`src/rtl/mips_ctrl_pkg.sv`:
```
// Shared encodings for the multicycle MIPS main control unit.
// Holds the FSM state enum, opcode values, ALUop / alusrcb / pcsrc
// encodings, the packed control word and an opcode-support helper.
package mips_ctrl_pkg;

  localparam int unsigned OP_W     = 6;
  localparam int unsigned ALUOP_W  = 2;
  localparam int unsigned SRCB_W   = 2;
  localparam int unsigned PCSRC_W  = 2;
  localparam int unsigned STATE_W  = 4;

  typedef enum logic [STATE_W-1:0] {
    S_FETCH   = 4'd0,
    S_DECODE  = 4'd1,
    S_MEMADR  = 4'd2,
    S_MEMRD   = 4'd3,
    S_MEMWB   = 4'd4,
    S_MEMWR   = 4'd5,
    S_EXECUTE = 4'd6,
    S_ALUWB   = 4'd7,
    S_BRANCH  = 4'd8,
    S_ADDIEX  = 4'd9,
    S_ADDIWB  = 4'd10,
    S_JUMP    = 4'd11
  } state_t;

  localparam logic [OP_W-1:0] OP_RTYPE = 6'b000000;
  localparam logic [OP_W-1:0] OP_LW    = 6'b100011;
  localparam logic [OP_W-1:0] OP_SW    = 6'b101011;
  localparam logic [OP_W-1:0] OP_BEQ   = 6'b000100;
  localparam logic [OP_W-1:0] OP_ADDI  = 6'b001000;
  localparam logic [OP_W-1:0] OP_J     = 6'b000010;

  localparam logic [ALUOP_W-1:0] ALU_ADD   = 2'b00;
  localparam logic [ALUOP_W-1:0] ALU_SUB   = 2'b01;
  localparam logic [ALUOP_W-1:0] ALU_FUNCT = 2'b10;

  localparam logic [SRCB_W-1:0] SRCB_B      = 2'b00;
  localparam logic [SRCB_W-1:0] SRCB_FOUR   = 2'b01;
  localparam logic [SRCB_W-1:0] SRCB_IMM    = 2'b10;
  localparam logic [SRCB_W-1:0] SRCB_IMM_SH = 2'b11;

  localparam logic [PCSRC_W-1:0] PCSRC_ALU    = 2'b00;
  localparam logic [PCSRC_W-1:0] PCSRC_ALUOUT = 2'b01;
  localparam logic [PCSRC_W-1:0] PCSRC_JUMP   = 2'b10;

  // Datapath control word produced by the state decoder.
  typedef struct packed {
    logic [ALUOP_W-1:0] aluop;
    logic               alusrca;
    logic [SRCB_W-1:0]  alusrcb;
    logic               iord;
    logic               irwrite;
    logic               memwrite;
    logic               regwrite;
    logic               regdst;
    logic               memtoreg;
    logic [PCSRC_W-1:0] pcsrc;
    logic               pcwrite;
    logic               branch;
  } ctrl_t;

  // True for every opcode the control unit sequences.
  function automatic logic op_supported(input logic [OP_W-1:0] op);
    logic ok;
    case (op)
      OP_RTYPE, OP_LW, OP_SW, OP_BEQ, OP_ADDI, OP_J: ok = 1'b1;
      default:                                        ok = 1'b0;
    endcase
    return ok;
  endfunction

endpackage

```
`src/rtl/mips_ctrl_outdec.sv`:
```
// Combinational state-to-control-word decoder (Moore outputs).
// Ports:
//   state  in   current FSM state
//   ctrl   out  datapath control word for that state
module mips_ctrl_outdec
  import mips_ctrl_pkg::*;
(
  input  state_t state,
  output ctrl_t  ctrl
);

  // Every field defaults to 0; each state raises only its own controls.
  always_comb begin
    ctrl = '0;
    case (state)
      S_FETCH: begin
        ctrl.irwrite = 1'b1;
        ctrl.alusrcb = SRCB_FOUR;
        ctrl.pcwrite = 1'b1;
      end
      S_DECODE: begin
        ctrl.alusrcb = SRCB_IMM_SH;
      end
      S_MEMADR: begin
        ctrl.alusrca = 1'b1;
        ctrl.alusrcb = SRCB_IMM;
      end
      S_MEMRD: begin
        ctrl.iord = 1'b1;
      end
      S_MEMWB: begin
        ctrl.regwrite = 1'b1;
        ctrl.memtoreg = 1'b1;
      end
      S_MEMWR: begin
        ctrl.iord     = 1'b1;
        ctrl.memwrite = 1'b1;
      end
      S_EXECUTE: begin
        ctrl.alusrca = 1'b1;
        ctrl.aluop   = ALU_FUNCT;
      end
      S_ALUWB: begin
        ctrl.regdst   = 1'b1;
        ctrl.regwrite = 1'b1;
      end
      S_BRANCH: begin
        ctrl.alusrca = 1'b1;
        ctrl.aluop   = ALU_SUB;
        ctrl.pcsrc   = PCSRC_ALUOUT;
        ctrl.branch  = 1'b1;
      end
      S_ADDIEX: begin
        ctrl.alusrca = 1'b1;
        ctrl.alusrcb = SRCB_IMM;
      end
      S_ADDIWB: begin
        ctrl.regwrite = 1'b1;
      end
      S_JUMP: begin
        ctrl.pcsrc   = PCSRC_JUMP;
        ctrl.pcwrite = 1'b1;
      end
      default: ctrl = '0;
    endcase
  end

endmodule

```
`src/rtl/mips_main_control.sv`:
```
// Multicycle MIPS main control unit: Moore FSM sequencing
// fetch / decode / execute / memory / writeback.
// Ports:
//   clk_i, rst_n_i         clock, async active-low reset
//   opcode_i[5:0]          instr[31:26] from the instruction register
//   zero_i                 ALU zero flag (used only in BRANCH)
//   ALUop_o[1:0]           00 add, 01 sub, 10 funct
//   alusrca_o, alusrcb_o   ALU operand selects
//   iord_o                 memory address select
//   irwrite_o, memwrite_o, regwrite_o   write enables (masked in reset)
//   regdst_o, memtoreg_o   register file destination / data selects
//   pcsrc_o[1:0]           next-PC select
//   pcen_o                 PC enable = pcwrite | (branch & zero_i)
//   illegal_o              pulse in DECODE on an unsupported opcode
module mips_main_control
  import mips_ctrl_pkg::*;
(
  input  logic       clk_i,
  input  logic       rst_n_i,
  input  logic [5:0] opcode_i,
  input  logic       zero_i,
  output logic [1:0] ALUop_o,
  output logic       alusrca_o,
  output logic [1:0] alusrcb_o,
  output logic       iord_o,
  output logic       irwrite_o,
  output logic       memwrite_o,
  output logic       regwrite_o,
  output logic       regdst_o,
  output logic       memtoreg_o,
  output logic [1:0] pcsrc_o,
  output logic       pcen_o,
  output logic       illegal_o
);

  state_t state;
  state_t state_next;
  ctrl_t  ctrl;

  // State register.
  always_ff @(posedge clk_i or negedge rst_n_i) begin
    if (!rst_n_i) state <= S_FETCH;
    else          state <= state_next;
  end

  // Next-state logic; opcode_i is re-read in MEMADR since IR is held.
  always_comb begin
    state_next = S_FETCH;
    case (state)
      S_FETCH: state_next = S_DECODE;
      S_DECODE: begin
        case (opcode_i)
          OP_LW, OP_SW: state_next = S_MEMADR;
          OP_RTYPE:     state_next = S_EXECUTE;
          OP_BEQ:       state_next = S_BRANCH;
          OP_ADDI:      state_next = S_ADDIEX;
          OP_J:         state_next = S_JUMP;
          default:      state_next = S_FETCH;
        endcase
      end
      S_MEMADR: begin
        if (opcode_i == OP_LW)      state_next = S_MEMRD;
        else if (opcode_i == OP_SW) state_next = S_MEMWR;
        else                        state_next = S_FETCH;
      end
      S_MEMRD:   state_next = S_MEMWB;
      S_EXECUTE: state_next = S_ALUWB;
      S_ADDIEX:  state_next = S_ADDIWB;
      default:   state_next = S_FETCH;
    endcase
  end

  mips_ctrl_outdec u_outdec (
    .state (state),
    .ctrl  (ctrl)
  );

  // Select outputs pass straight through from the decoded control word.
  assign ALUop_o    = ctrl.aluop;
  assign alusrca_o  = ctrl.alusrca;
  assign alusrcb_o  = ctrl.alusrcb;
  assign iord_o     = ctrl.iord;
  assign regdst_o   = ctrl.regdst;
  assign memtoreg_o = ctrl.memtoreg;
  assign pcsrc_o    = ctrl.pcsrc;

  // Side-effecting enables are gated by reset so an abort takes effect
  // the instant rst_n_i falls, without waiting for a clock edge.
  assign irwrite_o  = rst_n_i & ctrl.irwrite;
  assign memwrite_o = rst_n_i & ctrl.memwrite;
  assign regwrite_o = rst_n_i & ctrl.regwrite;
  assign pcen_o     = rst_n_i & (ctrl.pcwrite | (ctrl.branch & zero_i));
  assign illegal_o  = rst_n_i & (state == S_DECODE) & ~op_supported(opcode_i);

endmodule

```
`config.mk`:
```
export PLATFORM = sky130hd
export DESIGN_NAME = mips_main_control
export DESIGN_NICKNAME = d
export VERILOG_FILES = /design/src/rtl/mips_ctrl_pkg.sv /design/src/rtl/mips_ctrl_outdec.sv /design/src/rtl/mips_main_control.sv
export SDC_FILE = /design/constraint.sdc
export NUM_CORES = 1
export LEC_CHECK = 0
export CAP_MARGIN = 20
export CORE_UTILIZATION = 40
export CTS_BUF_LIST = sky130_fd_sc_hd__clkbuf_16
export CTS_CLUSTER_SIZE = 40
export DETAILED_ROUTE_END_ITERATION = 12
export MAX_ROUTING_LAYER = met4
export PLACE_DENSITY = 0.88
export REMOVE_ABC_BUFFERS = 1
export SLEW_MARGIN = 20
export SYNTH_ARGS = -nofsm -noshare
export SYNTH_HDL_FRONTEND = slang
export SYNTH_HIERARCHICAL = 1
export SYNTH_SLANG_ARGS = --single-unit
export TNS_END_PERCENT = 5
```
`constraint.sdc`:
```
create_clock -name clk_i -period 3.7 [get_ports clk_i]
set_input_delay 0.37 -clock clk_i [delete_from_list [all_inputs] [get_ports clk_i]]
set_output_delay 0.37 -clock clk_i [all_outputs]
set_load 0.05 [all_outputs]
```
==> flow_summary.json <==
{
  "hp-class": "input port to async pin",
  "cts_setup_buffers": 0,
  "clock_latency_ns": 0.22,
  "synth_area_leaders": "dfrtp_1, xor2_1, nand2b_1, buf_6, a21oi_1",
  "r2r_cells": 3,
  "crit_fanout": 16,
  "synth_fa_ha_area_share_pct": 0,
  "grt_use_met2_pct": 30.0,
  "slew_violations": 0,
  "cts_buffers": 3,
  "synth_top_cells_by_count": "inv_1, nor2_1",
  "fp.dieArea_mm2": 0.00154,
  "hpwlAfterDp_um": 866,
  "skew_ns": 0.000400,
  "r2r_slack_ns": 1.99,
  "powerDensity_mw_per_mm2": 650,
  "synth_edf_count": 0,
  "drt_pass1_iterations": 4,
  "async_reset_ff_share_pct": 100,
  "worstMarginPinSlew_ns": 0.508,
  "muxShareOfSynthArea_pct": 2.03,
  "synth_warnings": 6,
  "overflow": 0,
  "r2r-start": "state[0]",
  "gp_congestion": 0.812,
  "synth_top_cell_by_area": "dfrtp_1",
  "timing.rr.end": "state[2]",
  "nFillCells": 121,
  "top_usage_layer": "met2",
  "clock-sinks": 4,
  "period_needed_ns": 2.84,
  "row_count": 13,
  "antenna_found_initial": 0,
  "clock.fmax_ghz": 0.352,
  "fin_util_pct": 63.8,
  "required_ns": 3.33,
  "cts_tree": "built",
  "syn_area_um2": 554,
  "vias": 597,
  "path_clk_slew_ns": 0.03,
  "crit_path_end_kind": "output pin",
  "ys_ff_latch": 4,
  "largest-register": "state",
  "portBuffers": 23,
  "diodes": 0,
  "grt_pass1_wl_mm": 1.88,
  "setup_viol": 0,
  "synth-xor-area-share_pct": 6.32,
  "yosysSeqAreaShare_pct": 18.1,
  "netlist_instances": 72,
  "met3_usage_pct": 8.67,
  "p_leak_nw": 0.326,
  "largest_reg_flops": 4,
  "cts-root-buf": "clkbuf_16",
  "synth_top_family_by_area": "simple AND/OR/NAND/NOR gates",
  "avgSynthCellArea_um2": 7.70,
  "outcome": "finished clean",
  "use_met1_pct": 21.1,
  "detail_route.wl_per_cell_um": 11.1,
  "path_class": "flip-flop to output pin",
  "postLayoutCellArea_um2": 831,
  "ys_types": 37,
  "fin_ws_ns": 0.863,
  "drtIter0Drc": 11,
  "drtAntennaViolNets": 0,
  "core-area_mm2": 0.00130,
  "die_w_um": 39.2,
  "drive_gt1_share_pct": 10.9,
  "maxSlewHeadroom_pct": 66.1,
  "tns_ns": 0,
  "hold_violations": 0,
  "holdBufCountCts": 0,
  "grt_max_degree": 20,
  "post-place-ws_ns": 1.00,
  "htree_levels": 1,
  "grtUsageTotal_pct": 19.2,
  "placed_cell_area_um2": 756,
  "peakVddDrop_v": 0.000349,
  "area_growth_pct": 49.9,
  "rsz0062_at_grt": "no",
  "grt_pass1_vias": 443,
  "synthDominantCellAreaShare_pct": 18.1,
  "routed_via_density": 5.58,
  "synth_ff_type": "dfrtp_1",
  "start_util_pct": 42.6,
  "wirelength_mm": 1.18,
  "fin_nets": 103,
  "maxCapViolCount": 0,
  "post-route-drc-count": 0,
  "die_h_um": 39.2,
  "arrival_ns": 2.47,
  "io_pins": 24,
  "post_cts_resized": 0,
  "top_regs": "state (4)",
  "synth-simple-area-share_pct": 42.0,
  "synth-compound-area-share_pct": 19.6,
  "post-place-cells": 104,
  "clockBufferDepth": 2,
  "period_share_pct": 76.7,
  "instances_no_fill": 107,
  "startpoint_type": "flip-flop"
}
[through the flow]
step / power (mW) / hold slack (ns)
finish: 0.540 / 0.396
global route: 0.567 / 0.432
CTS: 0.544 / 0.402
detailed placement: 0.374 / 0.636
global placement: 0.368 / 0.638
floorplan: 0.287 / 0.0744
[power breakdown]
group	internal [mW]	leakage, nW	switching [mW]
Combinational	0.118	0.235	0.162
Sequential	0.0531	0.0532	0.0394
Clock	0.138	0.0370	0.0297
Total	0.309	0.326	0.231
[cells by family after synthesis]
| logic type | count (synthesis) |
|---|---|
| AO/OA/AOI/OAI | 16 |
| XOR/XNOR | 4 |
| buffers and inverters | 11 |
| flip-flops | 4 |
| multiplexers | 1 |
| AND/OR/NAND/NOR | 36 |
[layout make-up]
class	count	area, µm²	share of cell area, %
Inverter	5	18.8	2.26
Multi-Input combinational cell	57	388	46.7
Tap cell	15	18.8	2.26
Sequential cell	4	100	12.0
Clock buffer	3	75.1	9.04
Timing Repair Buffer	23	230	27.7
[worst max-delay path: stages (launching register included)]
cell and delay (ns):
dfrtp_1 0.61, or3b_4 0.46, a311oi_1 0.19, and3_1 0.18
clkdlybuf4s50_1 0.80
[cell usage in the layout (no fill, tap or decap), drive strengths merged, types with 2 or more instances in the layout]
master | Yosys | routed
clkbuf | 0 | 3
clkdlybuf4s50 | 0 | 23
nand2 | 2 | 2
xor2 | 3 | 3
dfrtp | 4 | 4
nand4b | 2 | 2
or3b | 2 | 2
o21ai | 4 | 4
o211ai | 3 | 3
nor4 | 2 | 2
and2 | 3 | 3
nor2b | 2 | 2
a21oi | 5 | 5
and3 | 2 | 2
nor3b | 2 | 2
nor3 | 4 | 4
inv | 5 | 5
nor2 | 5 | 5
nand2b | 4 | 4
[worst max-delay path by stage]
| stage | cells past startpoint | end | startpoint | slack (ns) |
|---|---|---|---|---|
| after floorplan | 4 | pcen_o | state[2] | -0.49 |
| after global placement | 5 | illegal_o | opcode_i[1] | 1.01 |
| after detailed placement | 5 | illegal_o | opcode_i[1] | 1.00 |
| after CTS | 4 | illegal_o | state[0] | 0.87 |
| after global routing | 4 | illegal_o | state[1] | 0.76 |
| final | 4 | illegal_o | state[0] | 0.86 |
[per-layer routing]
| metal | vias up | part of all wire (%) |
|---|---|---|
| li1 | 305 | - |
| met1 | 267 | 43 |
| met2 | 21 | 49 |
| met3 | 4 | 5.8 |
| met4 | 0 | 2.2 |
| met5 | - | 0 |
No activity file was read; power rests on OpenSTA's default activity.
